$ cat src/rtl/pla_eval_pkg.sv
// Shared definitions for the PLA evaluation sequencer.
//   - default configuration constants (input width, settle interval, counter width)
//   - sequencer state enum
//   - result record {vec, y} as presented on the result stream
package pla_eval_pkg;

  localparam int unsigned N_IN_DEFAULT          = 14;
  localparam int unsigned SETTLE_CYCLES_DEFAULT = 2;
  localparam int unsigned COUNT_W_DEFAULT       = 15;

  // Settle counter width; covers the legal settle range 1..15.
  localparam int unsigned SETTLE_CNT_W = 4;

  typedef enum logic [1:0] {
    StIdle,
    StSettle,
    StHold
  } state_e;

  typedef struct packed {
    logic [N_IN_DEFAULT-1:0] vec;
    logic                    y;
  } result_t;

endpackage

$ cat src/rtl/pla_sat_counter.sv
// Saturating up-counter with synchronous clear.
// Ports:
//   clk    - system clock, rising edge
//   rst_n  - synchronous active-low reset (count returns to 0)
//   clr    - synchronous clear; takes priority over inc
//   inc    - increment request; ignored once the count is all-ones
//   count  - current count value
module pla_sat_counter #(
  parameter int unsigned Width = 15
) (
  input  logic             clk,
  input  logic             rst_n,
  input  logic             clr,
  input  logic             inc,
  output logic [Width-1:0] count
);

  logic [Width-1:0] count_d, count_q;

  always_comb begin
    count_d = count_q;
    if (clr) begin
      count_d = '0;
    end else if (inc && (count_q != {Width{1'b1}})) begin
      count_d = count_q + Width'(1);
    end
  end

  always_ff @(posedge clk) begin
    if (!rst_n) begin
      count_q <= '0;
    end else begin
      count_q <= count_d;
    end
  end

  assign count = count_q;

endmodule

$ cat src/rtl/pla_eval_sequencer.sv
// Upstream driver and sampler for a single-output combinational PLA cube.
// Each accepted vector is registered onto the cube inputs x, held for SETTLE_CYCLES
// cycles, then y0 is sampled and {vector, y0} is offered on the result stream. Results
// accepted with y=1 are tallied in a saturating onset counter.
//
// Ports:
//   clk, rst_n           - clock (rising edge) and synchronous active-low reset
//   in_valid/in_ready    - vector input handshake; in_vec is the vector
//   x                    - registered drive to cube inputs x0..x(N_IN-1)
//   y0                   - cube output, combinational from x
//   out_valid/out_ready  - result handshake; out_vec/out_y are the result
//   onset_count          - accepted results with out_y=1 since reset, saturating
//   clr_count            - synchronous clear of onset_count (wins over increment)
//   sweep_start          - (optional) start an exhaustive sweep from IDLE
//   sweep_done           - (optional) one-cycle pulse after the last sweep result
//
// Optional feature macro: PLA_EVAL_SEQUENCER_EXHAUSTIVE_EN adds an internal generator
// that feeds 0 .. 2^N_IN-1 in ascending order in place of in_vec.
//
// COUNT_W must be at least N_IN+1; SETTLE_CYCLES must lie in 1..15.
module pla_eval_sequencer
  import pla_eval_pkg::*;
#(
  parameter int unsigned N_IN          = N_IN_DEFAULT,
  parameter int unsigned SETTLE_CYCLES = SETTLE_CYCLES_DEFAULT,
  parameter int unsigned COUNT_W       = COUNT_W_DEFAULT
) (
  input  logic               clk,
  input  logic               rst_n,
  input  logic               in_valid,
  output logic               in_ready,
  input  logic [N_IN-1:0]    in_vec,
  output logic [N_IN-1:0]    x,
  input  logic               y0,
  output logic               out_valid,
  input  logic               out_ready,
  output logic [N_IN-1:0]    out_vec,
  output logic               out_y,
  output logic [COUNT_W-1:0] onset_count,
  input  logic               clr_count
`ifdef PLA_EVAL_SEQUENCER_EXHAUSTIVE_EN
  ,
  input  logic               sweep_start,
  output logic               sweep_done
`endif
);

  localparam logic [SETTLE_CNT_W-1:0] SettleLoad = SETTLE_CNT_W'(SETTLE_CYCLES - 1);

  state_e                  state_d, state_q;
  logic [N_IN-1:0]         x_d, x_q;
  logic                    y_d, y_q;
  logic [SETTLE_CNT_W-1:0] cnt_d, cnt_q;
  logic                    onset_inc;

`ifdef PLA_EVAL_SEQUENCER_EXHAUSTIVE_EN
  logic            sweep_active_d, sweep_active_q;
  logic [N_IN-1:0] sweep_vec_d, sweep_vec_q;
  logic            sweep_done_d, sweep_done_q;
`endif

  always_comb begin
    state_d   = state_q;
    x_d       = x_q;
    y_d       = y_q;
    cnt_d     = cnt_q;
    in_ready  = 1'b0;
    out_valid = 1'b0;
    onset_inc = 1'b0;
`ifdef PLA_EVAL_SEQUENCER_EXHAUSTIVE_EN
    sweep_active_d = sweep_active_q;
    sweep_vec_d    = sweep_vec_q;
    sweep_done_d   = 1'b0;
`endif

    unique case (state_q)
      StIdle: begin
`ifdef PLA_EVAL_SEQUENCER_EXHAUSTIVE_EN
        // The generator owns the input side for the whole sweep.
        in_ready = !sweep_active_q;
        if (sweep_active_q) begin
          x_d     = sweep_vec_q;
          cnt_d   = SettleLoad;
          state_d = StSettle;
        end else if (in_valid) begin
          x_d     = in_vec;
          cnt_d   = SettleLoad;
          state_d = StSettle;
        end else if (sweep_start) begin
          sweep_active_d = 1'b1;
          sweep_vec_d    = '0;
        end
`else
        in_ready = 1'b1;
        if (in_valid) begin
          x_d     = in_vec;
          cnt_d   = SettleLoad;
          state_d = StSettle;
        end
`endif
      end

      StSettle: begin
        if (cnt_q == '0) begin
          y_d     = y0;
          state_d = StHold;
        end else begin
          cnt_d = cnt_q - SETTLE_CNT_W'(1);
        end
      end

      StHold: begin
        out_valid = 1'b1;
        if (out_ready) begin
          onset_inc = y_q;
          state_d   = StIdle;
`ifdef PLA_EVAL_SEQUENCER_EXHAUSTIVE_EN
          if (sweep_active_q) begin
            if (x_q == {N_IN{1'b1}}) begin
              sweep_active_d = 1'b0;
              sweep_done_d   = 1'b1;
            end else begin
              sweep_vec_d = sweep_vec_q + N_IN'(1);
            end
          end
`endif
        end
      end

      default: state_d = StIdle;
    endcase
  end

  always_ff @(posedge clk) begin
    if (!rst_n) begin
      state_q <= StIdle;
      x_q     <= '0;
      y_q     <= 1'b0;
      cnt_q   <= '0;
    end else begin
      state_q <= state_d;
      x_q     <= x_d;
      y_q     <= y_d;
      cnt_q   <= cnt_d;
    end
  end

`ifdef PLA_EVAL_SEQUENCER_EXHAUSTIVE_EN
  always_ff @(posedge clk) begin
    if (!rst_n) begin
      sweep_active_q <= 1'b0;
      sweep_vec_q    <= '0;
      sweep_done_q   <= 1'b0;
    end else begin
      sweep_active_q <= sweep_active_d;
      sweep_vec_q    <= sweep_vec_d;
      sweep_done_q   <= sweep_done_d;
    end
  end

  assign sweep_done = sweep_done_q;
`endif

  // The cube drive and the reported vector are the same register: x is frozen
  // from accept until the result handshake.
  assign x       = x_q;
  assign out_vec = x_q;
  assign out_y   = y_q;

  pla_sat_counter #(
    .Width (COUNT_W)
  ) u_onset_counter (
    .clk   (clk),
    .rst_n (rst_n),
    .clr   (clr_count),
    .inc   (onset_inc),
    .count (onset_count)
  );

endmodule

$ cat config.mk
export PLATFORM = sky130hd
export DESIGN_NAME = pla_eval_sequencer
export DESIGN_NICKNAME = d
export VERILOG_FILES = /design/src/rtl/pla_eval_pkg.sv /design/src/rtl/pla_sat_counter.sv /design/src/rtl/pla_eval_sequencer.sv
export SDC_FILE = /design/constraint.sdc
export NUM_CORES = 1
export LEC_CHECK = 0
export ABC_AREA = 1
export CORE_MARGIN = 2
export CORE_UTILIZATION = 30
export DETAILED_ROUTE_END_ITERATION = 16
export PLACE_DENSITY = 0.56
export SYNTH_ARGS = -nofsm -noshare
export SYNTH_HDL_FRONTEND = slang
export SYNTH_SLANG_ARGS = --single-unit
$ cat constraint.sdc
create_clock -name clk -period 1.9 [get_ports clk]
set_input_delay 0.19 -clock clk [delete_from_list [all_inputs] [get_ports clk]]
set_output_delay 0.19 -clock clk [all_outputs]
set_load 0.01 [all_outputs]
==> results of run 1 <==
==> layer usage <==
layer | routed length, um | part of all wire, %
met5 | 0 | 0
met4 | 54 | 1.3
met3 | 137 | 3.2
met2 | 2140 | 50
met1 | 1930 | 45
==> sequential cells by signal, indices dropped and copies added (netlist names) <==
register and count:
cnt_q 4, out_y 1, out_vec 14, state_q 2, u_onset_counter.count 15
==> critical path, stage by stage, from the launching register on <==
cell and delay (ps):
dfxtp_1 340, nor2_1 200, clkdlybuf4s50_1 590
==> where the power goes <==
group	switching, uW	internal, uW
logic	186	212
registers	36.6	806
clock network	279	463
total	501	1480
==> synth_stat cells <==
library cell	count
a21oi_1	8
and2_1	1
buf_2	2
buf_4	15
clkbuf_1	2
dfxtp_1	36
ha_1	2
inv_1	19
inv_2	6
nand2_1	45
nand2_2	7
nand3_1	9
nand3_2	4
nand3b_1	1
nand4_1	1
nor2_1	76
nor2_2	1
nor2_4	3
nor2_8	1
nor3_1	5
nor3_2	1
o21a_1	1
o21ai_0	19
o22ai_1	1
==> final cells by class <==
type                            instances  area [um^2]  share of cell area (%)
Clock buffer                            7         96.3                    3.75
Multi-Input combinational cell        186          872                    33.9
Sequential cell                        36          721                    28.0
Timing Repair Buffer                   67          666                    25.9
Inverter                               25         93.8                    3.65
Tap cell                               75         93.8                    3.65
Clock inverter                          1         30.0                    1.17
==> worst max path at each step <==
stage,depth (start not counted),endpoint,start
floorplan,8,u_onset_counter.count[1],u_onset_counter.count[1]
global placement,8,u_onset_counter.count[7],out_ready
detailed placement,8,u_onset_counter.count[10],out_ready
CTS,2,in_ready,state_q[1]
global route,2,in_ready,state_q[1]
finish,2,in_ready,state_q[1]
==> through the flow <==
step / cell area (um^2) / utilization [%] / hold WS, ps / setup WS, ps
after floorplan: 1820 / - / 331 / 574
after global placement: 2450 / 41.6 / 487 / 355
after detailed placement: 2450 / 41.6 / 498 / 321
after CTS: 2570 / 43.7 / 503 / 276
after global routing: 2570 / 43.7 / 523 / 193
final: 2570 / 43.7 / 503 / 294
==> placed cells by master (no fill, tap or decap) <==
cell and n:
nor2_1 76, clkdlybuf4s50_1 65, nand2_1 45, dfxtp_1 36, inv_1 19, o21ai_0 19, nand3_1 9, a21oi_1 8
nand2_2 7, clkbuf_8 7, inv_2 6, nor3_1 5, nand3_2 4, nor2_4 3, ha_1 2, buf_4 2
nor2_8 1, nor2_2 1, o21a_1 1, o22ai_1 1, and2_1 1, nor3_2 1, nand4_1 1, nand3b_1 1
bufinv_16 1
==> logic make-up (layout without fill, tap and decap cells) <==
logic type / count (synthesis) / count (layout)
compound gates: 29 / 29
buf+inv: 44 / 100
simple gates: 155 / 155
flops: 36 / 36
fa+ha+maj: 2 / 2
==> results by group, run 1 <==
Floorplanning
  • Starting Density: between 30% and 40%
  • # rows: 28
  • Chip width: about 82 um
  • Core Region: around 6000 um^2
  • I/O Pins: 66
  • Die Y: 81.8 um
  • Die area: around 6700 um^2

Synthesis
  • Yosys cell types: 24
  • Syn. warnings: 0
  • Syn Nets: around 290
  • Yosys top cell by area: dfxtp_1
  • Cell count after synthesis: between 200 and 300
  • Multiplexer area fraction after synthesis: 0%
  • Post-synthesis compound-gate area fraction: 8.20%
  • Seq/Total Area, Yosys: 39.7%
  • #FFs+latches synth: 36
  • Synth Area in Simple Gates: between 30 and 40%
  • Cell area after synthesis: ~1800 um^2
  • Post-synth top area share: between 30% and 40%
  • Post-synthesis adder-cell area fraction: around 1.4%
  • Top cells by area, synth: dfxtp_1, nor2_1, nand2_1, buf_4, o21ai_0
  • XOR/XNOR Fraction of Synth Area: 0%
  • Largest family of logic cells by synthesized area: simple AND/OR/NAND/NOR gates
  • Mapped Avg Cell Area: between 6 and 7 um^2

STA
  • TNS Setup: 0 ps
  • Final hold vios: 0
  • Max Slew Vio Count: 0
  • Max Clock Skew: between 10 and 15 ps
  • Setup violators final: 0
  • Min Tclk post-route: approximately 1600 ps
  • Worst Tran Pin Value: 298 ps
  • RSZ-0062 raised after global routing: no
  • Tcrit/Tclk final: between 80% and 90%
  • Fmax achieved: slightly above 600 MHz
  • Slew margin rel.: between 80% and 90%

Global routing
  • Largest net degree at the start of global routing: 19
  • M2 GR Usage: 24.8%
  • GR Util met1: between 10% and 20%
  • Grt met3 use: ~3.0%
  • Global routing's busiest layer: met2
  • Number of global-route vias before repair: ~1600
  • First-pass GRT wire length: 7250 um
  • Initial antenna violation count: 0
  • Total Routing Usage GR: around 14%
  • GRT overflow: 0

Worst setup path
  • FF-to-FF End: u_onset_counter.count[0]
  • R2r startpoint: u_onset_counter.count[1]
  • WP data required: 1710 ps
  • Worst Reg-to-Reg Cells: 8
  • R2R Setup Slk: between 400 and 500 ps
  • Critical Setup Path Class: flip-flop to primary output
  • Setup crit end kind: primary output
  • CP max FO: 4
  • Worst Path Arrival: approximately 1400 ps
  • Crit start category: flip-flop

Clock tree
  • Root buffer cell: clkbuf_8
  • Clock sink total: 36
  • Post-CTS Resized: 0
  • Clock Pin Slew Worst Setup and Hold Paths: 80 ps
  • Worst-Skew Late Latency: just under 300 ps
  • Clock Tree Buf Depth: 2
  • Hold buffers post-CTS: 0
  • Depth of the CTS H-tree: 2
  • Setup Buffers After CTS: 0
  • TritonCTS clock tree: done
  • Number of CTS-inserted buffers: 5

Layout
  • Fraction of layout cells with a size suffix above 1: 10.2%
  • Final #Nets: roughly 340
  • ANT cells: 0
  • Area growth syn-to-layout: 41.6%
  • Fin cells: between 300 and 400
  • Filler instances: roughly 610

Worst hold path
  • Hold depth: 2
  • HP Class: flip-flop to flip-flop
  • HP Start: out_vec[6]
  • Hold Path End: out_vec[6]

Route
  • Vias per cell: 4.29
  • DR iter-0 viols: 65
  • DRC: 0
  • Via count: ~1700
  • Routed Antenna Nets: 0
  • Pre-antenna DRT Iters: 4
  • Wirelength, routed: 4260 um
  • Routed len/inst: between 10 and 15 um

Pwr
  • Pwr Total: between 1500 and 2000 uW
  • Power density over the cells: a little under 800 nW/um^2
  • VDD IR-drop max: 0.398 mV
  • P_leak: slightly above 0.001 uW

Outcome
  • Status: finished, final reports clean

Placed design
  • IO Port Bufs: 65
  • DP Cell Count: around 390
  • GPL Wtd Cong: between 0.8 and 0.9
  • Hpwl dp: roughly 3300 um

Run
  • Max-cap violations: 0
Note: power is estimated with default switching activity, not from simulation.
==> run 2, diff against run 1 <==
- PLACE_DENSITY: 0.56 -> 0.58
- clock period: 1.9 -> 1.3 ns (I/O delays scaled with it)
==> run 2 against run 1 <==
Combinational power up 45%. Sequential cell count unchanged. Worst hold slack worse by 36 ps. Sequential power up 46%. Die area unchanged.
==> results by group, run 2 (same netlist as run 1, synthesis figures left out) <==
Clock tree
  • Depth of the CTS H-tree: 2 (unchanged)
  • TritonCTS clock tree: done (unchanged)
  • Clock Pin Slew Worst Setup and Hold Paths: 70 ps (was 80 ps)
  • Clock Tree Buf Depth: 2 (unchanged)
  • Number of CTS-inserted buffers: 5 (unchanged)
  • Hold buffers post-CTS: 0 (unchanged)
  • Worst-Skew Late Latency: 290 ps (about the same)
  • Root buffer cell: clkbuf_8 (unchanged)
  • Clock sink total: 36 (unchanged)

Worst setup path
  • Setup crit end kind: flip-flop (was primary output)
  • Worst Path Arrival: 1450 ps (was 1420 ps)
  • Critical Setup Path Class: flip-flop to flip-flop (was flip-flop to primary output)
  • WP data required: 1480 ps (was 1710 ps)
  • Crit start category: flip-flop (unchanged)
  • CP max FO: 3 (was 4)

Layout
  • Design area: 2780 um^2 (was 2570 um^2)
  • Most frequent cells in the layout: nor2_1, dlygate4sd2_1, nand2_1 (was nor2_1, clkdlybuf4s50_1, nand2_1)
  • Final #Nets: 365 (was 343)
  • Commonest non-fill, non-tap cell in the layout: nor2_1 (unchanged)
  • Max reg flops: 15 (unchanged)
  • Area growth syn-to-layout: 53.2% (was 41.6%)
  • Fraction of layout cells with a size suffix above 1: 25.3% (was 10.2%)
  • ANT cells: 0 (unchanged)
  • Filler instances: 623 (was 607)

Route
  • DR iter-0 viols: 76 (was 65)
  • Wirelength, routed: 4680 um (was 4260 um)
  • Routed Antenna Nets: 0 (unchanged)
  • Vias per cell: 4.40 (was 4.29)
  • Pre-antenna DRT Iters: 4 (unchanged)
  • Via count: 1842 (was 1705)
  • Routed len/inst: 11.2 um (was 10.7 um)
  • DRC: 0 (unchanged)

STA
  • RSZ-0062 raised after global routing: yes (was no)
  • Min Tclk post-route: between 1000 and 1500 ps
  • Tcrit/Tclk final: between 90% and 100%
  • Fin worst setup slack: 31.1 ps (was 294 ps)
  • Final Hold Slack: 467 ps (was 503 ps)
  • Max Clock Skew: 14.2 ps (was 12.2 ps)
  • Slew margin rel.: 83.4% (was 80.0%)
  • Worst Tran Pin Value: 246 ps (was 298 ps)
  • Setup violators final: 0 (unchanged)
  • Final hold vios: 0 (unchanged)
  • Max Slew Vio Count: 0 (unchanged)
  • Fmax achieved: 788 MHz

Floorplanning
  • Die Y: 81.8 um (unchanged)
  • # rows: 28 (unchanged)
  • Core Region: 5890 um^2 (unchanged)
  • I/O Pins: 66 (unchanged)
  • Chip width: 81.8 um (unchanged)
  • Die area: 6690 um^2 (unchanged)
  • Starting Density: 30.9% (unchanged)

Global routing
  • GRT overflow: 0 (unchanged)
  • First-pass GRT wire length: 7340 um (was 7250 um)
  • Number of global-route vias before repair: 1580 (was 1581)
  • Initial antenna violation count: 0 (unchanged)
  • Total Routing Usage GR: 14.4% (was 14.0%)
  • Largest net degree at the start of global routing: 19 (unchanged)

Outcome
  • Status: finished, final reports clean (unchanged)

Placed design
  • Dpl ws: -212 ps (was 321 ps)
  • GPL Wtd Cong: 0.820 (was 0.864)
  • IO Port Bufs: 65 (unchanged)
  • Placement-stage cell area: 2600 um^2 (was 2450 um^2)
  • Hpwl dp: 3540 um (was 3280 um)

Worst hold path
  • HP Class: input pin to flip-flop (was flip-flop to flip-flop)

Pwr
  • Pwr Total: 2660 uW (was 1980 uW)
  • VDD IR-drop max: 0.522 mV (was 0.398 mV)
  • Power density over the cells: 955 nW/um^2 (was 771 nW/um^2)
  • P_leak: 0.00131 uW (was 0.00101 uW)

Run
  • Max-cap violations: 0 (unchanged)
## run 2: changes by cell type in the layout (fill, tap and decap cells not counted), moves of 3 or more
cell | before | now
buf_4 | 2 | 22
inv_2 | 6 | 9
nor2_1 | 76 | 69
dlygate4sd2_1 | 0 | 46
dfxtp_1 | 36 | 22
inv_1 | 19 | 15
dfxtp_2 | 0 | 14
nand2_1 | 45 | 42
clkdlybuf4s50_1 | 65 | 19
nand2_4 | 0 | 3
nor2_2 | 1 | 7
## run 2: worst max-delay path, cell delays in order (launching register included)
cell	delay, ps
dfxtp_2	360
ha_4	150
nand3_4	90
nor2_4	200
buf_4	140
nand3_1	80
nor2_1	100
nor2_1	50
## run 2: per-layer routing
metal / share of wire (%) / up-vias / GRT usage [%] / wire length (um)
met4: 0.88 / 0 / 4.50 / 41
met3: 2.6 / 2 / 3.63 / 120
met2: 53 / 23 / 25.0 / 2460
met1: 44 / 845 / 17.5 / 2050
met5: 0 / - / 0 / 0
li1: - / 972 / - / -
## run 2: path summary, 6_finish.rpt
kind / startpoint / to / slack [ps] / cells after the start
min reg2reg: out_vec[13] / out_vec[13] / 490 / 2
max: u_onset_counter.count[1] / u_onset_counter.count[8] / 30 / 7
min: in_vec[1] / out_vec[1] / 470 / 3
max reg2reg: u_onset_counter.count[1] / u_onset_counter.count[8] / 30 / 7
## run 2: power breakdown
group	internal, uW	switching (uW)
Combinational	282	296
Clock	431	414
Sequential	1180	52.7
## run 2: cell type report
cell class	count	area (um^2)	share of cell area, %
clock inverter	1	7.51	0.270
sequential	36	738	26.5
tap	75	93.8	3.37
timing repair buffer	88	778	28.0
multi-input combinational	187	983	35.3
inverter	25	96.3	3.46
clock buffer	7	86.3	3.10
## run 2: timing repair
action / in CTS / in global routing
cloned: 0 / 1
buffers inserted: 1 / 2
pin swaps: 1 / 13
endpoints found under the setup margin: 49 / 19
resized for setup: 54 / 33
endpoints found under the hold margin: 0 / 0
## run 2: through the flow
step / instances / utilization (%) / setup TNS [ps]
floorplan: 266 / - / 0
global placement: 407 / 44.1 / -1920
detailed placement: 407 / 44.1 / -2270
CTS: 416 / 45.0 / 0
global route: 419 / 47.3 / -321
finish: 419 / 47.3 / 0
==> run 3, diff against run 2 <==
- GPL_ROUTABILITY_DRIVEN: not set -> 0
==> results of run 3 <==
No change in the layout: final DEF, timing and power equal those of run 2.
